==> config.mk <==
export PLATFORM = sky130hd
export DESIGN_NAME = memory2
export DESIGN_NICKNAME = d
export VERILOG_FILES = /design/src/rtl/cpu_defs_pkg.sv /design/src/rtl/load_align.sv /design/src/rtl/memory2.sv
export SDC_FILE = /design/constraint.sdc
export NUM_CORES = 1
export LEC_CHECK = 0
export CAP_MARGIN = 20
export CORE_MARGIN = 1
export CORE_UTILIZATION = 40
export CTS_BUF_LIST = sky130_fd_sc_hd__clkbuf_16
export DETAILED_ROUTE_END_ITERATION = 8
export PLACE_DENSITY = 0.77
export SYNTH_ARGS = -nofsm -noshare
export SYNTH_HDL_FRONTEND = slang
export SYNTH_SLANG_ARGS = --single-unit
==> constraint.sdc <==
create_clock -name clk -period 1.99 [get_ports clk]
set_input_delay 0.199 -clock clk [delete_from_list [all_inputs] [get_ports clk]]
set_output_delay 0.199 -clock clk [all_outputs]
set_load 0.02 [all_outputs]
==> src/rtl/cpu_defs_pkg.sv <==
// cpu_defs: shared pipeline types for the in-order core.
// Holds the memory1->memory2 and memory2->writeback pass structures,
// the forwarding request, the exception record, the load width encoding,
// and the memory2 FSM state type.
package cpu_defs;

    localparam int XLEN = 32;

    typedef enum logic [1:0] {
        BYTE      = 2'd0,
        HALF_WORD = 2'd1,
        WORD      = 2'd2
    } byte_type_t;

    typedef struct packed {
        logic            valid;
        logic [5:0]      ecode;
        logic [8:0]      esubcode;
        logic [XLEN-1:0] badv;
    } excp_pass_t;

    typedef struct packed {
        logic            valid;
        logic [4:0]      idx;
        logic            data_valid;
        logic [XLEN-1:0] data;
    } forward_req_t;

    typedef struct packed {
        logic            valid;
        logic [XLEN-1:0] pc;
        logic [XLEN-1:0] ex_out;
        logic            is_mem;
        logic            is_store;
        logic            is_signed;
        byte_type_t      byte_type;
        logic [1:0]      byte_en;
        logic            is_wr_rd;
        logic            is_wr_rd_pc_plus4;
        logic [XLEN-1:0] pc_plus4;
        logic [4:0]      rd;
        logic            csr_we;
        logic [13:0]     csr_addr;
        logic [XLEN-1:0] csr_wdata;
    } memory1_memory2_pass_t;

    typedef struct packed {
        logic            valid;
        logic [XLEN-1:0] pc;
        logic [4:0]      rd;
        logic            is_wr_rd;
        logic [XLEN-1:0] rd_data;
        logic            csr_we;
        logic [13:0]     csr_addr;
        logic [XLEN-1:0] csr_wdata;
    } memory2_writeback_pass_t;

    typedef enum logic [1:0] {
        IDLE  = 2'd0,
        WAIT  = 2'd1,
        HOLD  = 2'd2,
        DRAIN = 2'd3
    } m2_state_t;

    // A load that really went to the dcache: a faulting instruction never
    // issued a read, and stores completed upstream.
    function automatic logic is_waiting_load(memory1_memory2_pass_t p, excp_pass_t e);
        return p.valid & p.is_mem & ~p.is_store & ~e.valid;
    endfunction

endpackage

==> src/rtl/load_align.sv <==
// load_align: extracts the addressed byte / half-word / word from an
// aligned 32-bit dcache word and sign- or zero-extends it.
// Ports:
//   word      - whole aligned word returned by the dcache
//   byte_en   - low address bits selecting the byte / half-word
//   byte_type - BYTE, HALF_WORD or WORD
//   is_signed - sign-extend when set, zero-extend otherwise
//   result    - extended load value
module load_align
    import cpu_defs::*;
(
    input  logic [XLEN-1:0] word,
    input  logic [1:0]      byte_en,
    input  logic [1:0]      byte_type,
    input  logic            is_signed,
    output logic [XLEN-1:0] result
);

    logic [7:0]  byte_sel;
    logic [15:0] half_sel;

    // Pick the addressed lane first, then extend it according to the width.
    // Half-word selection only looks at byte_en[1]; the low bit is ignored.
    always_comb begin
        byte_sel = word[{byte_en, 3'b000} +: 8];
        half_sel = byte_en[1] ? word[31:16] : word[15:0];
        result   = word;
        case (byte_type_t'(byte_type))
            BYTE:      result = {{24{is_signed & byte_sel[7]}}, byte_sel};
            HALF_WORD: result = {{16{is_signed & half_sel[15]}}, half_sel};
            default:   result = word;
        endcase
    end

endmodule

==> src/rtl/memory2.sv <==
// memory2: second memory stage. Holds the instruction issued to the dcache
// by memory1, waits for the load response, aligns/extends it and hands the
// result plus any exception to writeback under valid/ready.
// Ports:
//   clk, rst_n          - clock, synchronous active-low reset
//   flush               - kills the held instruction
//   next_rdy_in         - writeback can accept this cycle
//   rdy_in              - this stage accepts pass_in on this edge
//   pass_in             - instruction from memory1
//   excp_pass_in        - exception from earlier stages
//   dcache_rdata        - aligned load word
//   dcache_data_valid   - single-cycle pulse qualifying dcache_rdata
//   fwd_req             - forwarding request for the held instruction
//   pass_out            - result to writeback
//   excp_pass_out       - exception to writeback
module memory2
    import cpu_defs::*;
#(
    parameter int DATA_W = XLEN
) (
    input  logic                    clk,
    input  logic                    rst_n,
    input  logic                    flush,
    input  logic                    next_rdy_in,
    output logic                    rdy_in,
    input  memory1_memory2_pass_t   pass_in,
    input  excp_pass_t              excp_pass_in,
    input  logic [DATA_W-1:0]       dcache_rdata,
    input  logic                    dcache_data_valid,
    output forward_req_t            fwd_req,
    output memory2_writeback_pass_t pass_out,
    output excp_pass_t              excp_pass_out
);

    m2_state_t             state;
    memory1_memory2_pass_t held;
    excp_pass_t            held_excp;
    logic [DATA_W-1:0]     hold_buf;

    logic              held_load;
    logic              incoming_load;
    logic              accept_load;
    logic              stall;
    logic              wait_flush_no_data;
    logic              out_valid;
    logic [DATA_W-1:0] load_word;
    logic [XLEN-1:0]   aligned;
    logic [XLEN-1:0]   rd_data;

    // Handshake terms. In WAIT without data the stage is stalled; a flush
    // there without data still opens rdy_in for the edge that moves to DRAIN,
    // after which DRAIN blocks input until the orphaned read returns.
    always_comb begin
        held_load          = is_waiting_load(held, held_excp);
        incoming_load      = is_waiting_load(pass_in, excp_pass_in);
        stall              = ~next_rdy_in | ((state == WAIT) & ~dcache_data_valid);
        wait_flush_no_data = (state == WAIT) & flush & ~dcache_data_valid;
        rdy_in             = (state != DRAIN)
                           & (flush | ~held.valid | (~stall & ~wait_flush_no_data));
        accept_load        = rdy_in & incoming_load & ~flush;
        out_valid          = held.valid & ~flush & ~stall & (state != DRAIN);
    end

    // In HOLD the dcache bus no longer carries our data, so align from the
    // buffered copy instead.
    assign load_word = (state == HOLD) ? hold_buf : dcache_rdata;

    load_align u_load_align (
        .word      (load_word),
        .byte_en   (held.byte_en),
        .byte_type (held.byte_type),
        .is_signed (held.is_signed),
        .result    (aligned)
    );

    // Result selection: load data wins, then link address, then ALU result.
    always_comb begin
        if (held_load) begin
            rd_data = aligned;
        end else if (held.is_wr_rd_pc_plus4) begin
            rd_data = held.pc_plus4;
        end else begin
            rd_data = held.ex_out;
        end
    end

    // Outputs to writeback and the forwarding network. Forwarding advertises
    // the destination as soon as the instruction is held, but only marks the
    // data usable once a load has its word.
    always_comb begin
        pass_out           = '0;
        pass_out.valid     = out_valid;
        pass_out.pc        = held.pc;
        pass_out.rd        = held.rd;
        pass_out.is_wr_rd  = held.is_wr_rd;
        pass_out.rd_data   = rd_data;
        pass_out.csr_we    = held.csr_we;
        pass_out.csr_addr  = held.csr_addr;
        pass_out.csr_wdata = held.csr_wdata;

        fwd_req            = '0;
        fwd_req.valid      = held.valid & held.is_wr_rd & (held.rd != 5'd0)
                           & ~flush & (state != DRAIN);
        fwd_req.idx        = held.rd;
        fwd_req.data       = rd_data;
        fwd_req.data_valid = ~held_load | (state == HOLD)
                           | ((state == WAIT) & dcache_data_valid);

        excp_pass_out       = held_excp;
        excp_pass_out.valid = held_excp.valid & out_valid;
    end

    // Input register and load FSM. A flush also squashes whatever memory1
    // presents on the same edge. A flush while a read is outstanding goes
    // through DRAIN so the late response is swallowed rather than being
    // mistaken for the next load's data.
    always_ff @(posedge clk) begin
        if (!rst_n) begin
            state     <= IDLE;
            held      <= '0;
            held_excp <= '0;
            hold_buf  <= '0;
        end else begin
            if (rdy_in) begin
                held            <= pass_in;
                held.valid      <= pass_in.valid & ~flush;
                held_excp       <= excp_pass_in;
                held_excp.valid <= excp_pass_in.valid & ~flush;
            end

            case (state)
                IDLE: begin
                    if (accept_load) begin
                        state <= WAIT;
                    end
                end
                WAIT: begin
                    if (flush) begin
                        state <= dcache_data_valid ? IDLE : DRAIN;
                    end else if (dcache_data_valid) begin
                        if (next_rdy_in) begin
                            state <= accept_load ? WAIT : IDLE;
                        end else begin
                            state    <= HOLD;
                            hold_buf <= dcache_rdata;
                        end
                    end
                end
                HOLD: begin
                    if (flush) begin
                        state <= IDLE;
                    end else if (next_rdy_in) begin
                        state <= accept_load ? WAIT : IDLE;
                    end
                end
                DRAIN: begin
                    if (dcache_data_valid) begin
                        state <= IDLE;
                    end
                end
                default: state <= IDLE;
            endcase
        end
    end

endmodule

==> reports/qor_table.md <==
| Quantity | Reported | Unit |
|:---|:---|:---|
| Width of the chip | 173 | µm |
| Cell with the largest stage delay on the worst path | sky130_fd_sc_hd__a221oi_4 | - |
| Total core area | 0.0288 | mm² |
| Flops & latches, synth | 240 | - |
| Overall Power | 12.2 | mW |
| Site Rows | 62 | - |
| Gate count of the mapped netlist | 1,448 | - |
| Max Clk Rate | 350 | MHz |
| CP max stage delay | 0.42 | ns |
| CP arrival | 2.66 | ns |
| Result of the run | finished, violations left | - |
| Clock-pin slew on the worst setup and hold paths | 0.06 | ns |
| PD cells | 669 | mW/mm² |
| Tot GR Track Use | 0.259 | - |
| Starting utilization of the core area | 0.408 | - |
| Fillcell total | 2,339 | - |
| Worst Slack Setup Final | -0.870 | ns |
| Final setup violating endpoints | 66 | - |
| Static power due to leakage | 7.39 | nW |
| Register-to-register setup slack | 0.07 | ns |
| Overall die height | 173 | µm |
| Grt ovf | 0 | - |
| Async set-reset flop share out of synthesis | 0 | - |
| Number of enable flip-flop cells after synthesis | 0 | - |
| Max-cap violation count | 0 | - |
| Crit-path cells | nand2b_4 -> mux2_4 -> a2111oi_4 -> buf_4 -> a21boi_4 -> a221oi_4 -> buf_6 | - |
| Slew margin rel. | 0.507 | - |
| Setup slack after placement | -1.02 | ns |
| Antenna violations before repair | 3 | - |
| Time the worst path needs with I/O delays and setup | 2.86 | ns |
| Startpoint Class | flop | - |
| Average routed wire per standard cell | 18.3 | µm |
| Clock Skews | 0.0129 | ns |
| Final #Nets | 2,067 | - |
| Share of cells above drive strength 1 | 0.197 | - |
| Cell area after synthesis | 0.0117 | mm² |
| Pin count of the biggest net entering global routing | 95 | - |
| Routability Congestion | 0.952 | - |
| Proportion of netlist area held by the largest area contributor | 0.410 | - |
| Syn_nets | 1,691 | - |
| Number of clock sinks seen by CTS | 240 | - |
| Req. time, crit path | 1.79 | ns |
| Final-report hold violation count | 0 | - |
| Wire length of the first global-routing pass | 61,600 | µm |
| Class of the most critical setup path | reg2out | - |
| CP Launch Point | state[0]$_SDFFE_PN0P_ | - |
| Fraction of the cycle the final worst path needs | 1.44 | - |
| Destination of the critical timing path | fwd_req[13] | - |
| Unique masters post-synth | 49 | - |
| Post-synthesis to final-layout area growth | 55.7 | % |
| Area contributors post-synth | sky130_fd_sc_hd__dfxtp_1, sky130_fd_sc_hd__nand2_1, sky130_fd_sc_hd__a21boi_0, sky130_fd_sc_hd__buf_4, sky130_fd_sc_hd__mux2i_1 | - |
| Total Die Area | 0.0300 | mm² |
| Launch instance of the worst register-to-register path | state[0]$_SDFFE_PN0P_ | - |
| Worst-path fanout max | 8 | - |
| I/O pin count | 449 | - |
| Area of all sequential standard cells | 0.00481 | mm² |
| Clock buffer count from CTS | 27 | - |
| Synth Flop Type | sky130_fd_sc_hd__dfxtp_1 | - |
| Total of buffers placed on input and output ports | 448 | - |
| Classification of the worst-slack hold path | in2reg | - |
| Leading area contributor after synthesis | sky130_fd_sc_hd__dfxtp_1 | - |
| Footprint of the multi-input gates | 0.00607 | mm² |
| CP Capture Type | output port | - |
| Root Buffer Master | sky130_fd_sc_hd__clkbuf_16 | - |
| RSZ-0062 raised after global routing | true | - |
| Share of synthesized area occupied by flip-flops and latches | 0.410 | - |
| DRC violations left | 0 | - |
| Hold-critical path depth | 3 | - |
| Violations in the final reports | negative setup slack | - |
| CTS H-Tree Depth | 1 | - |
| Syn Area/Cell | 8.10 | µm² |
| Slew @ Worst Pin | 0.735 | ns |
| Vias in the first global route | 11,054 | - |
| Via count normalized by instance count | 4.96 | - |
| Yosys synthesis warning count | 0 | - |
| RR Endpoint | excp_pass_out[18]$_SDFFE_PN0N_ | - |
| HPWL after DPL | 29,500 | µm |
| Violation count after the first detailed-route iteration | 548 | - |
| Number of antenna-violating nets in the routed design | 0 | - |
| Worst-skew pair later-pin latency | 0.53 | ns |
| Worst r2r path cells | 10 | - |
| Clock tree from TritonCTS | done | - |
| Slew Limit Fails | 0 | - |
| Utilization after layout | 0.634 | - |
| Maximum count of clock buffers along a single path | 3 | - |
| Total wire length | 40,800 | µm |
| Detailed-routing iteration count for the pre-antenna-repair pass | 5 | - |
| Vias | 11,065 | - |
| Highest ir drop seen on vdd | 0.682 | mV |
==> final cells by class <==
cell class,count,area share
Inverter,7,0.00171
Clock buffer,27,0.0370
Antenna cell,1,0.000137
Multi-Input combinational cell,931,0.332
Timing Repair Buffer,617,0.333
Clock inverter,23,0.00596
Tap cell,384,0.0263
Sequential cell,240,0.264
==> placed cells by master, fill, tap and decap left out, types with 15 or more instances in the layout <==
cell,synthesis,layout
sky130_fd_sc_hd__nand2_1,500,496
sky130_fd_sc_hd__clkdlybuf4s50_1,0,378
sky130_fd_sc_hd__a21boi_0,239,238
sky130_fd_sc_hd__dfxtp_1,240,236
sky130_fd_sc_hd__buf_4,170,149
sky130_fd_sc_hd__buf_6,1,62
sky130_fd_sc_hd__mux2i_1,52,32
sky130_fd_sc_hd__clkbuf_16,0,28
sky130_fd_sc_hd__a221oi_4,0,19
sky130_fd_sc_hd__nor2b_1,18,16
sky130_fd_sc_hd__mux2i_4,0,15
sky130_fd_sc_hd__buf_12,0,15
==> sequential cells by signal, indices dropped and copies added (netlist names) <==
| name | flops |
|---|---|
| state | 2 |
| excp_pass_out | 47 |
| held_excp | 1 |
| pass_out | 80 |
| held | 73 |
| fwd_req | 5 |
| hold_buf | 32 |
==> per-layer routing <==
layer,vias up,global-route usage,part of all wire
met2,446,0.463,0.49
met1,5144,0.294,0.39
li1,5372,-,-
met5,-,0,0.00083
met4,4,0.107,0.043
met3,99,0.0623,0.072
==> through the flow <==
stage,cell area (µm²),cells,hold slack (ns),TNS [ns]
3_3_place_gp,16600,2137,0.449,-62.48
3_5_place_dp,16600,2137,0.455,-68.74
5_1_grt,18300,2229,0.193,-55.83
6_report,18300,2230,0.219,-50.63
4_1_cts,18000,2218,0.188,-49.67
2_1_floorplan,12200,1448,0.344,-15.68
==> worst max-delay path: cells and delay by family (launching register included) <==
kind / cells / cell delay [ns]
AOI/OAI and AO/OA: 3 / 0.87
and+or+nand+nor: 1 / 0.18
buffers and inverters: 2 / 0.39
DFF: 1 / 0.34
muxes: 1 / 0.35
==> synth_stat cells (3+ instances only) <==
cell                        instances
sky130_fd_sc_hd__nand2_1          500
sky130_fd_sc_hd__dfxtp_1          240
sky130_fd_sc_hd__a21boi_0         239
sky130_fd_sc_hd__buf_4            170
sky130_fd_sc_hd__clkbuf_1          70
sky130_fd_sc_hd__mux2i_1           52
sky130_fd_sc_hd__buf_2             22
sky130_fd_sc_hd__a221oi_1          21
sky130_fd_sc_hd__nor2b_1           18
sky130_fd_sc_hd__a211oi_1          12
sky130_fd_sc_hd__a21oi_1            9
sky130_fd_sc_hd__a32oi_1            9
sky130_fd_sc_hd__nor2_1             9
sky130_fd_sc_hd__buf_1              7
sky130_fd_sc_hd__nand3_1            6
sky130_fd_sc_hd__nor3_1             6
sky130_fd_sc_hd__o21a_1             5
sky130_fd_sc_hd__o21ai_0            5
sky130_fd_sc_hd__o2bb2ai_1          5
sky130_fd_sc_hd__inv_1              4
sky130_fd_sc_hd__mux2_2             3
sky130_fd_sc_hd__nand3b_1           3
==> cell families after synthesis <==
family	after synthesis	share of synthesized area
flops	240	0.410
buf+inv	277	0.146
simple gates	557	0.188
compound gates	317	0.207
fa+ha+maj	1	0.000853
mux	56	0.0485
==> what timing repair did <==
item | in CTS | in global routing
pin swaps | 23 | 18
endpoints found under the setup margin | 69 | 133
hold buffers | 1 | 0
gates cloned | 0 | 1
gates resized for setup | 440 | 53
setup buffers | 30 | 18
hold endpoints to repair | 4 | 0
==> power breakdown <==
group | leakage, nW | switching (mW) | internal (mW)
clock | 0.417 | 2.00 | 2.46
combinational | 4.98 | 1.18 | 1.39
sequential | 1.99 | 0.134 | 5.05
==> how the worst min path moves through the flow <==
| stage | start | endpoint | slack, ns |
|---|---|---|---|
| 6_report | pass_in[150] | pass_out[110]$_SDFFE_PN0N_ | 0.22 |
| 5_1_grt | pass_in[154] | pass_out[114]$_SDFFE_PN0N_ | 0.19 |
| 4_1_cts | pass_in[150] | pass_out[110]$_SDFFE_PN0N_ | 0.19 |
| 3_5_place_dp | held[105]$_SDFFE_PN0N_ | held[105]$_SDFFE_PN0N_ | 0.46 |
| 3_3_place_gp | hold_buf[19]$_SDFFE_PN0P_ | hold_buf[19]$_SDFFE_PN0P_ | 0.45 |
| 2_1_floorplan | excp_pass_in[0] | excp_pass_out[0]$_SDFFE_PN0N_ | 0.34 |
(Power assumes the default switching activity.)
==> RTL change (same flow settings) <==
Encoding of `m2_state_t`: now one-hot (4 bits for 4 states).
--- a/src/rtl/cpu_defs_pkg.sv
+++ b/src/rtl/cpu_defs_pkg.sv
@@ -55,11 +55,11 @@
         logic [XLEN-1:0] csr_wdata;
     } memory2_writeback_pass_t;
 
-    typedef enum logic [1:0] {
-        IDLE  = 2'd0,
-        WAIT  = 2'd1,
-        HOLD  = 2'd2,
-        DRAIN = 2'd3
+    typedef enum logic [3:0] {
+        IDLE  = 4'b0001,
+        WAIT  = 4'b0010,
+        HOLD  = 4'b0100,
+        DRAIN = 4'b1000
     } m2_state_t;
 
     // A load that really went to the dcache: a faulting instruction never
Formal check against the unedited RTL: same outputs for any inputs over 4 cycles, from zero or initial values and one cycle with rst_n low; so few cycles prove little.
==> RTL change against the unedited design <==
- the flow still finishes with violations (setup timing)
- total power is 5.8% higher
- clock power grew 3%
- design area rose by 19%
- hold slack better by 0.00058 ns
- area after synthesis increased by 1.2%
- setup slack worse by 0.33 ns
- sequential cell count rose by 2
- utilization increased by 11 points
- wire length grew 33%
- clock skew increased by 0.0026 ns
- first-iteration DRC count grew 84%
- critical path type unchanged
- largest power group unchanged
- highest routed layer unchanged
==> RTL change: results (changes against the unedited design) <==
Crit path capture = pass_out[56] (was fwd_req[13])
First element of the critical path = state[3] (was state[0])
Seq/Total Area, Yosys = 40.8% (was 41.0%)
Overall Global Routing Usage = 25.7% (was 25.9%)
Per-cell routed wire length = 23.0 um (was 18.3 um)
Distinct cell type count of the synthesized netlist = 57 (was 49)
Setup violations, final = 310 (was 66)
Number of nets in the layout = 2190 (was 2067)
Static leakage = 8.56 nW (was 7.39 nW)
RD Place Congestion = 0.909 (was 0.952)
Worst vdd ir = 778 uV (was 682 uV)
Post-synthesis net count = 1734 (was 1691)
Worst hold margin = 0.219 ns (about the same)
Instance area after placement = 16700 sq um (was 16600 sq um)
Run status = complete, but fails checks (unchanged)
Critical path's slowest cell = sky130_fd_sc_hd__or4b_4 (was sky130_fd_sc_hd__a221oi_4)
Global-route wire length before repair = 61800 um (was 61600 um)
Critical path data arrival time = 2.99 ns (was 2.66 ns)
Top area cells in the synthesized netlist = sky130_fd_sc_hd__dfxtp_1 41%, sky130_fd_sc_hd__buf_4 11%, sky130_fd_sc_hd__nand2_1 9.6% (was sky130_fd_sc_hd__dfxtp_1 41%, sky130_fd_sc_hd__nand2_1 16%, sky130_fd_sc_hd__a21boi_0 15%)
Maximum cell stage delay along the critical path = 0.55 ns (was 0.42 ns)
Worst setup slack after placement = -1.04 ns (was -1.02 ns)
Setup slack after layout = -1.20 ns (was -0.870 ns)
Reg2Reg Setup Slack = -0.33 ns (was 0.07 ns)
Iteration-0 DRC Markers = 1006 (was 548)
Path depth of the worst reg2reg path = 11 (was 10)
Switching power share of the total = 28.5% (was 27.2%)
Number of global-route vias before repair = 11400 (was 11100)
Slew HR = 59.0% (was 50.7%)
Post-Synth XOR/XNOR Area = 0.0738% (was 0%)
Share of Yosys cell area claimed by the top area cell type = 40.8% (was 41.0%)
Crit-path max FO = 5 (was 8)
Filler Cells Inserted = 1785 (was 2339)
Violations in the final reports = setup timing (unchanged)
Initial antenna violation count = 11 (was 3)
Clock tree skew after final layout = 0.0155 ns (was 0.0129 ns)
Worst R2R Start = state[0] (unchanged)
Ratio of cells with drive above 1 in the final layout = 38.0% (was 19.7%)
Fraction of synthesized area in multiplexers = 4.66% (was 4.85%)
RTL change: cell types whose count changed after synthesis, moves of 5 or more:
| cell | change |
|---|---|
| sky130_fd_sc_hd__nand2_1 | -195 |
| sky130_fd_sc_hd__o221ai_2 | +10 |
| sky130_fd_sc_hd__nand3_1 | +209 |
| sky130_fd_sc_hd__o2bb2ai_1 | -5 |
| sky130_fd_sc_hd__a32oi_1 | -7 |
| sky130_fd_sc_hd__a21boi_0 | -207 |
| sky130_fd_sc_hd__nor2b_1 | -14 |
| sky130_fd_sc_hd__clkbuf_1 | +22 |
| sky130_fd_sc_hd__a221oi_1 | -21 |
| sky130_fd_sc_hd__o221ai_1 | +6 |
| sky130_fd_sc_hd__o21ai_0 | +208 |
| sky130_fd_sc_hd__and2_1 | +9 |
| sky130_fd_sc_hd__a211oi_1 | -5 |
RTL change: cell families after synthesis:
group / Yosys count
and+or+nand+nor: 571
AOI/OAI and AO/OA: 323
xor gates and xnor gates: 1
buffers and inverters: 299
DFF: 242
muxes: 55
RTL change: worst min-delay path by stage:
stage,from,endpoint
finish,pass_in[152],pass_out[112]
global route,pass_in[2],pass_out[2]
CTS,excp_pass_in[27],excp_pass_out[27]
detailed placement,held[124],held[124]
global placement,excp_pass_out[42],excp_pass_out[42]
floorplan,dcache_data_valid,state[3]
RTL change: routing by layer:
layer  part of all wire [%]  global-route usage, %  vias up
li1                       -                      -     5909
met1                     35                   28.1     6387
met2                     51                   46.6      701
met3                    7.3                   6.56      232
met4                    6.3                   11.1       12
met5                   0.16                      0        -
RTL change: power by group through the flow:
stage	sequential (mW)	combinational (mW)	clock (mW)
final	5.24	3.07	4.60
after global routing	5.26	3.20	4.86
after CTS	5.22	2.54	4.63
after detailed placement	5.33	2.45	0
after global placement	5.32	2.42	0
after floorplan	5.29	1.38	0
RTL change: metrics by stage:
stage,util (%),cells
finish,74.9,2352
global route,74.9,2351
CTS,63.2,2267
detailed placement,57.8,2177
global placement,57.8,2177
floorplan,-,1491
RTL change: layout make-up:
| type | count | area share, % |
|---|---|---|
| sequential | 242 | 22.4 |
| timing repair buffer | 721 | 37.4 |
| inverter | 5 | 0.0866 |
| clock inverter | 20 | 0.508 |
| multi-input combinational | 950 | 34.3 |
| clock buffer | 27 | 3.12 |
| tap | 384 | 2.22 |
| antenna | 3 | 0.0347 |
RTL change: what timing repair did:
action	CTS	global route
hold buffers	1	0
gates cloned	7	63
buffers inserted	36	32
hold endpoints to repair	1	0
pin swaps	23	240
endpoints found under the setup margin	260	297
gates resized for setup	492	631
RTL change: critical path, delay by kind of cell, from the launching register on:
kind | cells | cell delay [ns]
mux | 1 | 0.15
flops | 1 | 0.34
simple gates | 1 | 0.55
compound gates | 3 | 0.57
buf+inv | 6 | 0.84
